$ cat src/rtl/element_cmd_sched.sv
// element_cmd_sched: timed FIFO of {time, command} pairs issued to a wave element when the local time counter reaches each timestamp
module element_cmd_sched #(
  parameter int DEPTH = 8,
  parameter int TW = 32,
  parameter int CW = 64,
  parameter int SW = 8
) (
  input  logic                     clk,
  input  logic                     reset,
  input  logic                     sync,
  input  logic                     flush,
  input  logic [CW-1:0]            cmd_in,
  input  logic [TW-1:0]            cmd_time,
  input  logic                     cmd_valid,
  output logic                     cmd_ready,
  output logic [CW-1:0]            command,
  output logic                     cstrobe,
  input  logic                     collision,
  output logic [TW-1:0]            tnow,
  output logic [$clog2(DEPTH):0]   count,
  output logic                     late,
  output logic [SW-1:0]            late_cnt,
  output logic [SW-1:0]            coll_cnt
);
  localparam int AW = $clog2(DEPTH);
  typedef enum logic [1:0] {IDLE, WAIT, ISSUE} state_t;
  state_t state_q, state_d;
  logic [CW-1:0] cmd_mem [DEPTH];
  logic [TW-1:0] time_mem [DEPTH];
  logic [AW:0] wr_q, wr_d, rd_q, rd_d;
  logic [TW-1:0] tnow_q, tnow_d, diff;
  logic [CW-1:0] command_q, command_d;
  logic cstrobe_q, cstrobe_d, late_q, late_d;
  logic [SW-1:0] late_cnt_q, late_cnt_d, coll_cnt_q, coll_cnt_d;
  logic empty, full, push, pop, is_late;
  always_comb begin
    count = wr_q - rd_q;
    empty = wr_q == rd_q;
    full = count == (AW+1)'(DEPTH);
    diff = time_mem[rd_q[AW-1:0]] - tnow_q;
    is_late = diff[TW-1];
    // no compare during ISSUE keeps strobes at least one cycle apart
    pop = state_q != ISSUE && !empty && (diff == '0 || is_late);
    push = cmd_valid && !full && !flush;
    wr_d = wr_q + (AW+1)'(push);
    rd_d = flush ? wr_q : rd_q + (AW+1)'(pop);
    state_d = pop ? ISSUE : (wr_d != rd_d ? WAIT : IDLE);
    tnow_d = sync ? '0 : tnow_q + TW'(1);
    command_d = pop ? cmd_mem[rd_q[AW-1:0]] : command_q;
    cstrobe_d = pop;
    late_d = pop && is_late;
    late_cnt_d = late_cnt_q + SW'(pop && is_late && !(&late_cnt_q));
    coll_cnt_d = coll_cnt_q + SW'(collision && !(&coll_cnt_q));
  end
  always_ff @(posedge clk) begin
    if (push) begin
      cmd_mem[wr_q[AW-1:0]] <= cmd_in;
      time_mem[wr_q[AW-1:0]] <= cmd_time;
    end
  end
  always_ff @(posedge clk) begin
    if (reset) begin
      state_q <= IDLE;
      wr_q <= '0;
      rd_q <= '0;
      tnow_q <= '0;
      command_q <= '0;
      cstrobe_q <= 1'b0;
      late_q <= 1'b0;
      late_cnt_q <= '0;
      coll_cnt_q <= '0;
    end else begin
      state_q <= state_d;
      wr_q <= wr_d;
      rd_q <= rd_d;
      tnow_q <= tnow_d;
      command_q <= command_d;
      cstrobe_q <= cstrobe_d;
      late_q <= late_d;
      late_cnt_q <= late_cnt_d;
      coll_cnt_q <= coll_cnt_d;
    end
  end
  assign cmd_ready = !full;
  assign command = command_q;
  assign cstrobe = cstrobe_q;
  assign tnow = tnow_q;
  assign late = late_q;
  assign late_cnt = late_cnt_q;
  assign coll_cnt = coll_cnt_q;
endmodule

$ cat config.mk
export PLATFORM = sky130hd
export DESIGN_NAME = element_cmd_sched
export DESIGN_NICKNAME = d
export VERILOG_FILES = /design/src/rtl/element_cmd_sched.sv
export SDC_FILE = /design/constraint.sdc
export NUM_CORES = 1
export LEC_CHECK = 0
export CAP_MARGIN = 10
export CORE_MARGIN = 1.5
export CORE_UTILIZATION = 45
export DETAILED_ROUTE_END_ITERATION = 10
export SETUP_SLACK_MARGIN = 0.5
export SYNTH_ARGS = -nofsm -noshare
export SYNTH_HDL_FRONTEND = slang
export SYNTH_SLANG_ARGS = --single-unit
$ cat constraint.sdc
create_clock -name clk -period 28.5 [get_ports clk]
set_input_delay 5.7 -clock clk [delete_from_list [all_inputs] [get_ports clk]]
set_output_delay 5.7 -clock clk [all_outputs]
set_load 0.01 [all_outputs]
* After elaboration in Yosys (flattened, before gate mapping)
Memory sizes are Yosys's and may differ from the RTL's. A register that Yosys moved wholly into a read port is not among the register bits.
Cells that the tools add are included.
** Cells by class
- Eq/ne operators :: 4
- $add $sub $neg :: 7
- Reduce and logical (&&, ||, !) cells :: 18
- Multiplexer cells :: 6
** Operators by type and width (count)
- 32-bit by 1-bit adder with 32-bit output (second input constant) :: 1
- 32-bit zero test :: 1
- 32-bit subtractor :: 1
- 8-bit by 1-bit adder with 8-bit output :: 2
- 8-bit AND reduction :: 2
- 4-bit by 1-bit adder with 4-bit output :: 2
- 1-bit logical AND :: 7
- 1-bit zero test :: 5
- 4-bit == test :: 1
- 4-bit == test (second input constant) :: 1
- 4-bit 2-to-1 mux :: 1
- 4-bit inequality test :: 1
- 2-bit OR reduction :: 2
- 4-bit subtractor :: 1
- 1-bit 2-to-1 mux :: 3
- 3-bit 2-to-1 mux :: 1
- 2-bit 2-to-1 mux :: 1
- 2-bit inequality test (second input constant) :: 1
- 1-bit logical OR :: 1
** Storage, ports and cells
- Register bits after elaboration :: 60
- Memories :: 2
- RAM bits :: 768
- Logic and storage cells :: 46
** Memories
- cmd_mem :: depth 8, width 64, rd ports 1, clocked after Yosys merged registers in 1, write ports 1, line 28 : logic [CW-1:0] cmd_mem [DEPTH];
- time_mem :: depth 8, width 32, rd ports 1, clocked after Yosys merged registers in 1, write ports 1, line 29 : logic [TW-1:0] time_mem [DEPTH];

* Longest topological paths before layout
Gate-level depths: netlist of the first run.
- Depth in word-level cells :: 9
- Depth in mapped cells :: 28

* Worst setup path before layout of the first run
No wires, ideal clock.
- Path kind :: input-to-reg
- Start :: input flush
- End :: memory cmd_mem[1][0] (enable)
- Path buffers :: 1
- Slack :: 15.094 ns
- Arrival :: 12.738 ns
- Data required time :: 27.832 ns
- Stages :: 4
- Cells stage by stage :: clkbuf_1 -> and3b_1 -> nand2_1 -> nor3_1
** Between the ends
- Word-level cells in the longest chain between the ends :: 4
** Ends and longest elaborated chain
- start: declaration :: line 11 : input logic flush,
- 1-bit zero test :: line 44 : push = cmd_valid && !full && !flush;
- 1-bit logical AND :: line 44
- 1-bit 2-to-1 mux :: line 56 : if (push) begin
- 1-bit 2-to-1 mux (implied by the code) :: line 57 : cmd_mem[wr_q[AW-1:0]] <= cmd_in;
- end: declaration :: line 28
Every way passes these cells.

* Final worst setup path of the first run
- Start :: register rd_q[1]
- End :: output cmd_ready
** Between the ends
- Word-level cells in the longest chain between the ends :: 3
** Ends and longest elaborated chain
- start: declaration :: line 30 : logic [AW:0] wr_q, wr_d, rd_q, rd_d;
- start signal: assignment :: line 75 : rd_q <= rd_d;
- 4-bit subtractor :: line 37 : count = wr_q - rd_q;
- 4-bit == test :: line 39 : full = count == (AW+1)'(DEPTH);
- 1-bit zero test :: line 84 : assign cmd_ready = !full;
- end: declaration :: line 15 : output logic cmd_ready,
Every way passes these cells.

==> results.toml, run 1 <==
[outcome]
status = "completed"

[finish]
areaGrowthSynthToFinish_pct = 17.9
nFillCells = 6320
final_cell_mix = "edfxtp_1, clkdlybuf4s50_1, mux4_2, nand2_1, dfxtp_1"
final_common_cell = "edfxtp_1"
seq_area_um2 = 25500
drive_gt1_share_pct = 20.1
nNetsFinal = 2503
fin_util_pct = 53.5
multi_input_area_um2 = 10200

[yosys]
yosysSeqAreaShare_pct = 69.8
synth-seq-cells = 891
synth_simple_gate_area_share_pct = 5.67
synth_xor_area_share_pct = 1.39
syn_area_per_cell_um2 = 17.2
syn_inst = 2124
synth_fa_ha_area_share_pct = 1.58
synth_top_family_by_area = "multiplexers"
synth_compound_area_share_pct = 6.91
yosysUniqueCellTypes = 65
async_flop_share_pct = 0
synth.area.mux_share_pct = 12.1
synth_nets = 2271
synth_flop_cell = "edfxtp_1"
ys_warn_count = 0
synth.cell_area_um2 = 36600
synth_edf_count = 768

[detailed_routing]
route.detailed.drc = 0
vias = 19900
vias_per_cell = 5.67
final_antenna_net_count = 0
wire_per_inst_um = 24.8
first_pass_iters = 5
drt-initial-drc-count = 1538
totalWireLength_um = 86700

[place]
routabilityCongestion = 0.916
dp_hpwl_um = 51200
port_buffers = 220

[clock_tree]
cts_made_buffers = 93
htreeDepth = 3
cts.sinks = 891
cts_tree = "yes"
clk_path_buf_depth = 3
ctsResizeCount = 0
clk_pin_slew_ps = 60
clk_latency_ps = 660
hold_buffers = 0
post_cts_buffers = 0
root_buffer = "clkbuf_16"

[worst_setup_path]
crit_path_start_kind = "flip-flop"
worstReg2RegStart = "rd_q[0]"
cp-end-kind = "output port"
crit_required_ps = 22800
worst_ep_arrival_time_ps = 3690
worst-setup-path-type = "reg2out"
crit_fanout = 70
crit_start = "rd_q[1]"

[pwr]
power_frac_clock_pct = 38.1
pwr-share-comb_pct = 15.9
p_leak_nw = 13.5
p_seq_share_pct = 46.0
peakVddDrop_uv = 56.2
p_sw_uw = 816
internal_power_mw = 2.45
p_per_area_nw_per_um2 = 75.8
p_sw_share_pct = 25.0

[worst_hold_path]
min_path_type = "reg2reg"
min_from = "command[8]"

[grt]
track_usage_pct = 21.1
grt_pass1_vias = 20600
use_met3_pct = 4.55
grt_pass1_wl_um = 130000
met2_usage_pct = 34.7
grt_most_used_layer = "met2"
grt_util_met1_pct = 29.0
grt_max_degree = 109
antenna_found_initial = 13
grt_overflow_total = 0

[sta]
period_share_pct = 32.9
slew_viol_final = 0
slew_headroom_pct = 22.2
fin_tns_setup_ps = 0
fin_crit_ps = 9390
skew_ps = 48.7
hold_viol_final = 0
setup-violations-final = 0
max_freq_ghz = 0.107
worst_slew_pin_slew_ps = 1170
rsz0062_at_grt = "no"

[floorplan]
top_level_ports = 221
die_x_um = 288
initial_core_util_pct = 45.4
die_area_um2 = 83000
row_count = 104
die_y_um = 288
coreArea_um2 = 80500

[run]
max_cap_viol_count = 0
[metal layers]
layer / part of all wire [%] / up-vias
li1: - / 8843
met2: 49 / 512
met4: 1.9 / 20
met1: 43 / 10300
met5: 0.15 / -
met3: 6.1 / 130
[worst max-delay path, cell delays in order (launching register included)]
cell             delay (ps)
dfxtp_4                1110
inv_1                   110
ha_1                    330
a21o_1                  180
a21oi_1                 160
xnor2_1                 250
nand4b_1                330
clkdlybuf4s50_1         570
[through the flow]
stage / std cells / hold slack [ps] / setup WS, ps / instance area, um2 / power (mW)
2_1_floorplan: 2124 / 478 / 15090 / 36600 / 1.86
3_3_place_gp: 3321 / 448 / 19280 / 39900 / 2.05
3_5_place_dp: 3321 / 450 / 19290 / 39900 / 2.06
4_1_cts: 3497 / 461 / 19140 / 43100 / 3.31
5_1_grt: 3499 / 478 / 19000 / 43100 / 3.39
6_report: 3499 / 459 / 19110 / 43100 / 3.27
[synth_stat cells, types with 39 or more instances]
| cell type | n | share of area [%] |
|---|---|---|
| ha_1 | 43 | 1.5 |
| xnor2_1 | 44 | 1.1 |
| and2_1 | 69 | 1.2 |
| nand2_1 | 147 | 1.5 |
| inv_1 | 116 | 1.2 |
| mux4_2 | 192 | 12 |
| edfxtp_1 | 768 | 63 |
| a211oi_2 | 39 | 1.3 |
| a21oi_1 | 54 | 0.74 |
| clkbuf_1 | 79 | 0.81 |
| nor2_1 | 82 | 0.84 |
| a221oi_2 | 61 | 2.5 |
| dfxtp_1 | 123 | 6.7 |
[state kept, by name, summed over array words and instances (netlist names)]
| signal | count |
|---|---|
| tnow | 32 |
| time_mem | 256 |
| late | 1 |
| rd_q | 4 |
| wr_q | 4 |
| cmd_mem | 512 |
| coll_cnt | 8 |
| command | 64 |
| state_q | 2 |
| late_cnt | 8 |
[layout make-up]
| class | count | area share [%] |
|---|---|---|
| well taps | 1060 | 3.08 |
| inverters | 117 | 1.02 |
| flip-flops and latches | 891 | 59.2 |
| clock buffers | 120 | 5.86 |
| multi-input cells | 1002 | 23.6 |
| diodes | 2 | 0.0116 |
| repair buffers | 251 | 5.67 |
| clock inverters | 56 | 1.58 |
[kinds of logic after synthesis]
logic type / count (synthesis)
xor gates and xnor gates: 58
muxes: 201
AOI/OAI and AO/OA: 269
DFF: 891
buffers and inverters: 231
adders and majority gates: 45
and+or+nand+nor: 429
[path summary, 6_finish.rpt]
kind                            slack (ps)    endpoint  cells past startpoint
worst max-delay path                 19110   cmd_ready                      7
worst min-delay path                   460  command[8]                      2
worst max register to register       21110  state_q[0]                     24
worst min register to register         460  command[8]                      2
[power by group through the flow]
stage	Clock, mW	Sequential [mW]	Combinational [mW]
5_1_grt	1.32	1.51	0.562
6_report	1.25	1.51	0.519
3_5_place_dp	0	1.53	0.526
4_1_cts	1.27	1.51	0.528
2_1_floorplan	0	1.54	0.324
3_3_place_gp	0	1.53	0.520
Note: power is estimated with default switching activity, not from simulation.
==> inputs of run 2 (changes only) <==
--- a/config.mk
+++ b/config.mk
@@ -9,6 +9,7 @@
 export CORE_MARGIN = 1.5
 export CORE_UTILIZATION = 45
 export DETAILED_ROUTE_END_ITERATION = 10
+export PLACE_DENSITY = 0.66
 export SETUP_SLACK_MARGIN = 0.5
 export SYNTH_ARGS = -nofsm -noshare
 export SYNTH_HDL_FRONTEND = slang
==> constraint.sdc (replaced) <==
create_clock -name clk -period 8.6 [get_ports clk]
set_input_delay 1.72 -clock clk [delete_from_list [all_inputs] [get_ports clk]]
set_output_delay 1.72 -clock clk [all_outputs]
set_load 0.01 [all_outputs]
==> results.toml, run 2 (synthesis gave the netlist of run 1 again) <==
[finish]
final_common_cell = "edfxtp_1"
areaGrowthSynthToFinish_pct = 17.4
largest_reg_flops = 512
final_cell_mix = "edfxtp_1, clkdlybuf4s50_1, mux4_2, nand2_1, dfxtp_1"
drive_gt1_share_pct = 20.1
fin_cells = 3497
nNetsFinal = 2508

[worst_hold_path]
whs_endpoint = "command[45]"
holdPathStages = 2
min_path_type = "reg2reg"
min_from = "command[45]"

[worst_setup_path]
worstReg2RegStart = "rd_q[0]"
worst-setup-path-type = "reg2reg"
crit_cells = 23
cp_top_family = "simple AND/OR/NAND/NOR gates"
r2r-end = "state_q[0]"
worst_ep_arrival_time_ps = 7060
path_cells = "buf_4 -> mux4_2 -> nand2_1 -> nand2_1 -> ha_1 -> a21o_1 -> and2_1 -> o311a_1 -> o21ai_0 -> nor2_1 -> a211oi_1 -> nor4_1 -> nand4_1 -> and2_4 -> inv_1 -> ha_1 -> ha_1 -> xnor2_1 -> xor2_1 -> nor2_1 -> xor2_1 -> nor4_1 -> nor3_1"
crit_path_start_kind = "flip-flop"
crit_required_ps = 9080
crit_top_cell = "ha_1"
crit_fanout = 33
cp-end-kind = "flip-flop"
reg2regPathDepth = 23
worst-r2r-setup-slack_ps = 2030
crit_slowest_cell = "dfxtp_4"
max_stage_delay_ps = 820
crit_buf_inv = 2

[grt]
grt_overflow_total = 0
track_usage_pct = 21.4
grt_pass1_wl_um = 132000
grt_util_met1_pct = 28.7
grt_max_degree = 65
grt_pass1_vias = 20700
use_met3_pct = 4.70
antenna_found_initial = 16
met2_usage_pct = 35.6
grt_most_used_layer = "met2"

[floorplan]
top_level_ports = 221
die_area_um2 = 83000
die_y_um = 288
initial_core_util_pct = 45.4
row_count = 104
coreArea_um2 = 80500
die_x_um = 288

[detailed_routing]
vias = 20100
vias_per_cell = 5.76
wire_per_inst_um = 25.1
final_antenna_net_count = 0
first_pass_iters = 5
totalWireLength_um = 87600
drt-initial-drc-count = 1676
route.detailed.drc = 0

[run]
max_cap_viol_count = 0

[sta]
hold_viol_final = 0
rsz0062_at_grt = "no"
fin_crit_ps = 6570
slew_viol_final = 0
setup-violations-final = 0
slew_headroom_pct = 29.7
skew_ps = 26.4
period_share_pct = 76.4
worst_slew_pin_slew_ps = 1050
fin_tns_setup_ps = 0
max_freq_ghz = 0.152

[clock_tree]
cts_tree = "yes"
ctsResizeCount = 0
clk_latency_ps = 650
cts.sinks = 891
clk_pin_slew_ps = 70
post_cts_buffers = 0
clk_path_buf_depth = 3
htreeDepth = 3
root_buffer = "clkbuf_16"
cts_made_buffers = 91
hold_buffers = 0

[place]
routabilityCongestion = 0.902
place_inst = 3328
dp_hpwl_um = 52000
port_buffers = 220

[pwr]
power.total_mw = 10.6
p_leak_nw = 13.4
peakVddDrop_uv = 205
p_per_area_nw_per_um2 = 246

[outcome]
status = "completed"
-- run 2: cell count changes in the layout (fill, tap and decap cells not counted), moves of 2 or more --
cell	before	now
clkbuf_8	10	5
clkbuf_1	17	24
clkinv_2	21	23
bufinv_16	12	6
nor3_2	2	0
buf_4	31	37
clkinvlp_4	1	3
clkinv_1	13	6
nor3_4	0	2
-- run 2: metal layers --
metal	vias up	share of wire [%]
met5	-	0.21
met4	28	2.1
met3	130	6.3
met2	599	49
met1	10500	42
li1	8847	-
-- run 2: final cells by class --
cell class | instances | area [um2]
clock buffers | 121 | 2460
well taps | 1060 | 1330
flip-flops and latches | 891 | 25500
inverters | 117 | 442
fillers | 6306 | 37600
diodes | 1 | 2.50
multi-input cells | 1002 | 10200
repair buffers | 258 | 2510
clock inverters | 47 | 480
-- run 2: where the power goes --
part	switching, mW	internal, mW	leakage, nW
Clock	1.64	2.21	1.44
Sequential	0.144	4.87	7.94
Combinational	0.905	0.808	4.06
-- run 2: tightest hold or removal path, stage by stage, from the launching register on --
cell and delay [ps]:
dfxtp_1 310, inv_1 60, a211oi_2 50
-- run 2: worst max path at each step --
stage,slack (ps),from,to
floorplan,1160,rd_q[1],cmd_mem[7][0]
global placement,2070,rd_q[0],state_q[0]
detailed placement,2040,rd_q[0],state_q[0]
CTS,2030,rd_q[0],state_q[0]
global route,1620,rd_q[0],state_q[0]
finish,2030,rd_q[0],state_q[0]
-- run 2: per-stage QoR --
step	hold slack (ps)	utilization, %	setup WS, ps	area (um2)
2_1_floorplan	478	-	1160	36600
3_3_place_gp	444	49.7	2070	40000
3_5_place_dp	457	49.7	2040	40000
4_1_cts	469	53.3	2030	42900
5_1_grt	482	53.3	1620	42900
6_report	468	53.3	2030	42900
